$ cat src/rtl/tis_exec_ctrl.sv
// TIS-100 node execution controller: fetches from an external ROM via pc, decodes,
// drives ACC/BAK register-file strobes, runs blocking IN/OUT handshakes and jumps.
module tis_exec_ctrl #(
  parameter int WORD_W   = 16,
  parameter int PROG_LEN = 16,
  parameter int PC_W     = $clog2(PROG_LEN)
) (
  input  logic                     clk,
  input  logic                     rst,
  input  logic                     en,
  output logic [PC_W-1:0]          pc,
  input  logic [31:0]              instr,
  input  logic signed [WORD_W-1:0] acc,
  output logic                     rf_write,
  output logic                     rf_swap,
  output logic                     rf_save,
  output logic signed [WORD_W-1:0] rf_wdata,
  input  logic signed [WORD_W-1:0] in_data,
  input  logic                     in_valid,
  output logic                     in_ready,
  output logic signed [WORD_W-1:0] out_data,
  output logic                     out_valid,
  input  logic                     out_ready,
  output logic                     halted
);

  localparam logic [3:0] OP_MOV_ACC = 4'h1;
  localparam logic [3:0] OP_MOV_OUT = 4'h2;
  localparam logic [3:0] OP_ADD     = 4'h3;
  localparam logic [3:0] OP_SUB     = 4'h4;
  localparam logic [3:0] OP_NEG     = 4'h5;
  localparam logic [3:0] OP_SWP     = 4'h6;
  localparam logic [3:0] OP_SAV     = 4'h7;
  localparam logic [3:0] OP_JMP     = 4'h8;
  localparam logic [3:0] OP_JEZ     = 4'h9;
  localparam logic [3:0] OP_JNZ     = 4'hA;
  localparam logic [3:0] OP_JGZ     = 4'hB;
  localparam logic [3:0] OP_JLZ     = 4'hC;
  localparam logic [3:0] OP_HCF     = 4'hF;

  localparam logic [1:0] SRC_IMM = 2'd0;
  localparam logic [1:0] SRC_ACC = 2'd1;
  localparam logic [1:0] SRC_NIL = 2'd2;

  localparam logic signed [WORD_W:0] SAT_MAX = (WORD_W+1)'(999);
  localparam logic signed [WORD_W:0] SAT_MIN = -(WORD_W+1)'(999);

  typedef enum logic [1:0] {S_RUN, S_WAIT_OUT, S_HALT} state_t;

  state_t                     state_q;
  logic [PC_W-1:0]            pc_q, pc_d, pc_inc, tgt;
  logic signed [WORD_W-1:0]   out_data_q;
  logic                       out_valid_q, halted_q;

  logic [3:0]                 op;
  logic [1:0]                 src_sel;
  logic [31:0]                imm32;
  logic signed [WORD_W-1:0]   imm_val, src_val;
  logic                       uses_src, wants_in, run_en, commit;
  logic                       acc_zero, acc_neg, taken, tgt_oob;

  // Operands arrive one bit wider than the word so the clamp sees true overflow.
  function automatic logic signed [WORD_W-1:0] sat(input logic signed [WORD_W:0] v);
    if (v > SAT_MAX)      sat = SAT_MAX[WORD_W-1:0];
    else if (v < SAT_MIN) sat = SAT_MIN[WORD_W-1:0];
    else                  sat = v[WORD_W-1:0];
  endfunction

  always_comb begin
    op       = instr[31:28];
    src_sel  = instr[27:26];
    imm32    = {{16{instr[15]}}, instr[15:0]};
    imm_val  = sat({imm32[WORD_W-1], imm32[WORD_W-1:0]});

    case (src_sel)
      SRC_IMM: src_val = imm_val;
      SRC_ACC: src_val = acc;
      SRC_NIL: src_val = '0;
      default: src_val = in_data;
    endcase

    uses_src = (op == OP_MOV_ACC) || (op == OP_MOV_OUT) || (op == OP_ADD) || (op == OP_SUB);
    wants_in = uses_src && (src_sel == 2'd3);
    run_en   = (state_q == S_RUN) && en;
    in_ready = run_en && wants_in;
    commit   = run_en && (!wants_in || in_valid);

    acc_zero = (acc == '0);
    acc_neg  = acc[WORD_W-1];
    case (op)
      OP_JMP:  taken = 1'b1;
      OP_JEZ:  taken = acc_zero;
      OP_JNZ:  taken = !acc_zero;
      OP_JGZ:  taken = !acc_zero && !acc_neg;
      OP_JLZ:  taken = acc_neg;
      default: taken = 1'b0;
    endcase

    tgt     = instr[PC_W-1:0];
    tgt_oob = ({{(32-PC_W){1'b0}}, tgt} >= 32'(PROG_LEN));
    pc_inc  = (pc_q == PC_W'(PROG_LEN-1)) ? '0 : pc_q + 1'b1;
    pc_d    = taken ? (tgt_oob ? '0 : tgt) : pc_inc;

    rf_write = 1'b0;
    rf_swap  = 1'b0;
    rf_save  = 1'b0;
    rf_wdata = '0;
    if (commit) begin
      case (op)
        OP_MOV_ACC: begin rf_write = 1'b1; rf_wdata = src_val; end
        OP_ADD: begin
          rf_write = 1'b1;
          rf_wdata = sat({acc[WORD_W-1], acc} + {src_val[WORD_W-1], src_val});
        end
        OP_SUB: begin
          rf_write = 1'b1;
          rf_wdata = sat({acc[WORD_W-1], acc} - {src_val[WORD_W-1], src_val});
        end
        OP_NEG: begin
          rf_write = 1'b1;
          rf_wdata = sat(-$signed({acc[WORD_W-1], acc}));
        end
        OP_SWP:  rf_swap = 1'b1;
        OP_SAV:  rf_save = 1'b1;
        default: ;
      endcase
    end
  end

  always_ff @(posedge clk) begin
    if (rst) begin
      state_q     <= S_RUN;
      pc_q        <= '0;
      out_data_q  <= '0;
      out_valid_q <= 1'b0;
      halted_q    <= 1'b0;
    end else begin
      case (state_q)
        S_RUN: begin
          if (commit) begin
            case (op)
              OP_MOV_OUT: begin
                out_data_q  <= src_val;
                out_valid_q <= 1'b1;
                state_q     <= S_WAIT_OUT;
              end
              OP_HCF: begin
                halted_q <= 1'b1;
                state_q  <= S_HALT;
              end
              default: pc_q <= pc_d;
            endcase
          end
        end
        // The OUT handshake completes regardless of en; pc moves past the MOV only then.
        S_WAIT_OUT: begin
          if (out_ready) begin
            out_valid_q <= 1'b0;
            pc_q        <= pc_inc;
            state_q     <= S_RUN;
          end
        end
        default: ;
      endcase
    end
  end

  assign pc        = pc_q;
  assign out_data  = out_data_q;
  assign out_valid = out_valid_q;
  assign halted    = halted_q;

endmodule

$ cat config.mk
export PLATFORM = sky130hd
export DESIGN_NAME = tis_exec_ctrl
export DESIGN_NICKNAME = d
export VERILOG_FILES = /design/src/rtl/tis_exec_ctrl.sv
export SDC_FILE = /design/constraint.sdc
export NUM_CORES = 1
export LEC_CHECK = 0
export BUFFER_PORTS_ARGS = -buffer_cell sky130_fd_sc_hd__buf_2
export CAP_MARGIN = 20
export CORE_MARGIN = 3
export CORE_UTILIZATION = 55
export DETAILED_ROUTE_END_ITERATION = 16
export PLACE_DENSITY = 0.91
export SLEW_MARGIN = 0
export SYNTH_ARGS = -nofsm -noshare
export SYNTH_HDL_FRONTEND = slang
export SYNTH_SLANG_ARGS = --single-unit
$ cat constraint.sdc
create_clock -name clk -period 8.96 [get_ports clk]
set_clock_uncertainty 0.15 [all_clocks]
set_input_delay 0.448 -clock clk [delete_from_list [all_inputs] [get_ports clk]]
set_output_delay 0.448 -clock clk [all_outputs]
set_load 0.03 [all_outputs]
==> metrics.txt <==
outcome finished, final reports clean; Mapped Avg Cell Area 6.715 um2; synthesized instance count 719; filler cell count 783; top_reg_cell synth dfxtp_1; initial antenna violation count 0; H-Tree Depth 1; HP Class register to register; Fin. Hold Viols 0; antenna viol nets, final 0; final non-filler cell total 893; Via Count 6110; Worst-Margin Slew 1.132 ns; CP max FO 9; CP Launch Type primary input; crit path time final 7.178 ns; CTS root buf clkbuf_8; share of cells above drive strength 1 0.1523; multi-input logic area 0.003996 mm2; first-pass GRT wire length 26820 um; Worst Hold Path Cells 2; synthesis-to-finish area growth 11.82%; Seq/Total Area, Yosys 0.09951; NumNets Final 904; placed insts 888; vias in the first global route 5468; die width 99.70 um; clock-pin slew of the registers on the worst-case setup and hold paths 0.10 ns; GPL Wtd Cong 0.9653; Ports 111; hold_sp halted; Crit. End Element output port; ys async rst share 0; Yosys reg bits 24; WP data arrival 6.58 ns; Final Util 0.6441; routed wire length per instance 19.42 um; Leak Pwr 2.274 nW; Critical Path RT 8.36 ns; Clock Latency Late Sink 0.28 ns; gr usage total 0.3274; Post-synth EDFFs 0; Via density 6.842; final setup vio count 0; post-route setup TNS 0 ns; DP HPWL 14030 um; post_cts resized 0; die height 99.70 um; commonest non-fill, non-tap cell in the layout buf_2; drt drc 0; CTS tree yes; Sequential Area 480.5 um2; reg2reg end pc[2]; R2R Path Start state_q[0]; Antenna Diode Count 0; YS warnings 0; max cap viols 0; period utilisation layout 0.8011; Inserted Clock Buffers 3; Sink Count 24; post-synth cell types 73; Core Area 0.008382 mm2; Congestion Overflow GR 0; Syn Std Cell Area 0.004828 mm2; R2R depth 8; Placed Area 0.005323 mm2; Hold Buf Count CTS 0; largest net degree at the start of global routing 34; pwr dens 104.7 mW/mm2; VDD IR-drop max 0.00005261 V; commonest non-fill, non-tap cells in the layout buf_2, nor2_1, a21oi_1; Clock Path Buffers 2; row count 33; Pre-Repair DR Iteration Count 7; top post-synthesis cells by area ha_1, dfxtp_1, a21oi_1; post-CTS setup buffers 0; hold worst-path end halted; final wirelength 17340 um; flop2flop setup slack 6.78 ns; RSZ-0062 raised after global routing false; Pins Over Slew Limit 0; port bufs 100; initial core utilization 0.5761; syn_nets 834; Slew HR 0.2395; final instance area 0.005399 mm2; max frequency 139.3 MHz; DR iter-0 viols 629; Die ar. 0.009939 mm2; Synth area leader ha_1; critical path class primary input to output port; Yosys top cell area share 0.1140
-- power by group --
part | switching (mW) | leakage (nW) | internal (mW)
registers | 0.00320 | 0.195 | 0.110
clock network | 0.0374 | 0.0357 | 0.0598
logic | 0.234 | 2.04 | 0.121
-- synth_stat cells (all sizes together) (3+ instances only) --
cell and count:
a22oi 3, ha 44, o211ai 9, nor2 74, and2 4, buf 9
or2 5, xnor2 25, a21o 6, xor2 7, or3 12, a221oi 3
a2bb2oi 9, o21bai 3, nor3 23, a311oi 5, nand4 9, nand3 21
o21ai 32, clkbuf 30, o311ai 8, o21a 6, mux2i 5, o22ai 6
and4 5, nand4b 4, a31oi 22, o31ai 5, o2111ai 6, nor3b 6
nand2b 10, or4 4, dfxtp 24, nor4 8, nor2b 9, a211oi 25
nand3b 6, a21oi 68, nand2 66, inv 51
-- flip-flops by register name, indices dropped and copies added (netlist names) --
| name | flops |
|---|---|
| out_data | 16 |
| pc | 4 |
| state_q | 2 |
| halted | 1 |
| out_valid | 1 |
-- critical path, stage by stage --
cell and delay [ns]:
buf_2 0.12, o311ai_0 0.42, nand3_1 0.18, nand4_1 0.13
ha_1 0.32, inv_1 0.20, a21oi_1 0.19, a221oi_1 0.12
a21oi_1 0.49, inv_1 0.21, fa_1 0.52, nor2_1 0.12
o211ai_1 0.17, a2111oi_0 0.70, o41ai_1 0.18, a22oi_1 0.54
inv_1 0.18, a222oi_1 0.92, a21oi_1 0.17, buf_2 0.24
-- how the worst max path moves through the flow --
stage | start | endpoint | slack [ns]
floorplan | instr[10] | rf_wdata[1] | 3.14
global placement | instr[2] | rf_wdata[5] | 2.18
detailed placement | instr[2] | rf_wdata[14] | 2.06
CTS | instr[2] | rf_wdata[14] | 1.99
global route | instr[2] | rf_wdata[15] | 1.41
finish | instr[2] | rf_wdata[15] | 1.78
-- cells by family after synthesis --
| logic type | Yosys count | share of synthesized area |
|---|---|---|
| muxes | 7 | 0.01503 |
| xor gates and xnor gates | 32 | 0.05805 |
| and+or+nand+nor | 276 | 0.2876 |
| adders and majority gates | 46 | 0.1223 |
| buffers and inverters | 90 | 0.07411 |
| AOI/OAI and AO/OA | 244 | 0.3434 |
| DFF | 24 | 0.09951 |
-- area by class of cell --
| cell class | instances | share of cell area |
|---|---|---|
| multi-input cells | 605 | 0.7402 |
| repair buffers | 104 | 0.09780 |
| flip-flops and latches | 24 | 0.08899 |
| inverters | 51 | 0.03546 |
| well taps | 105 | 0.02433 |
| clock buffers | 3 | 0.007648 |
| clock inverters | 1 | 0.005562 |
-- per-layer routing --
metal,wire length (um),vias up,GRT usage
met5,0,-,0
met4,576,0,0.09349
met3,1520,60,0.03296
met2,7745,372,0.5208
met1,7501,2856,0.4666
li1,-,2822,-
-- stage by stage --
stage / setup WS [ns] / total power [mW] / hold WS (ns)
4_1_cts: 1.986 / 0.5535 / 0.3131
6_report: 1.782 / 0.5652 / 0.3098
5_1_grt: 1.410 / 0.5983 / 0.3338
3_5_place_dp: 2.057 / 0.4568 / 0.2994
2_1_floorplan: 3.138 / 0.3611 / 0.3468
3_3_place_gp: 2.183 / 0.4502 / 0.2804
No activity file was read; power rests on OpenSTA's default activity.
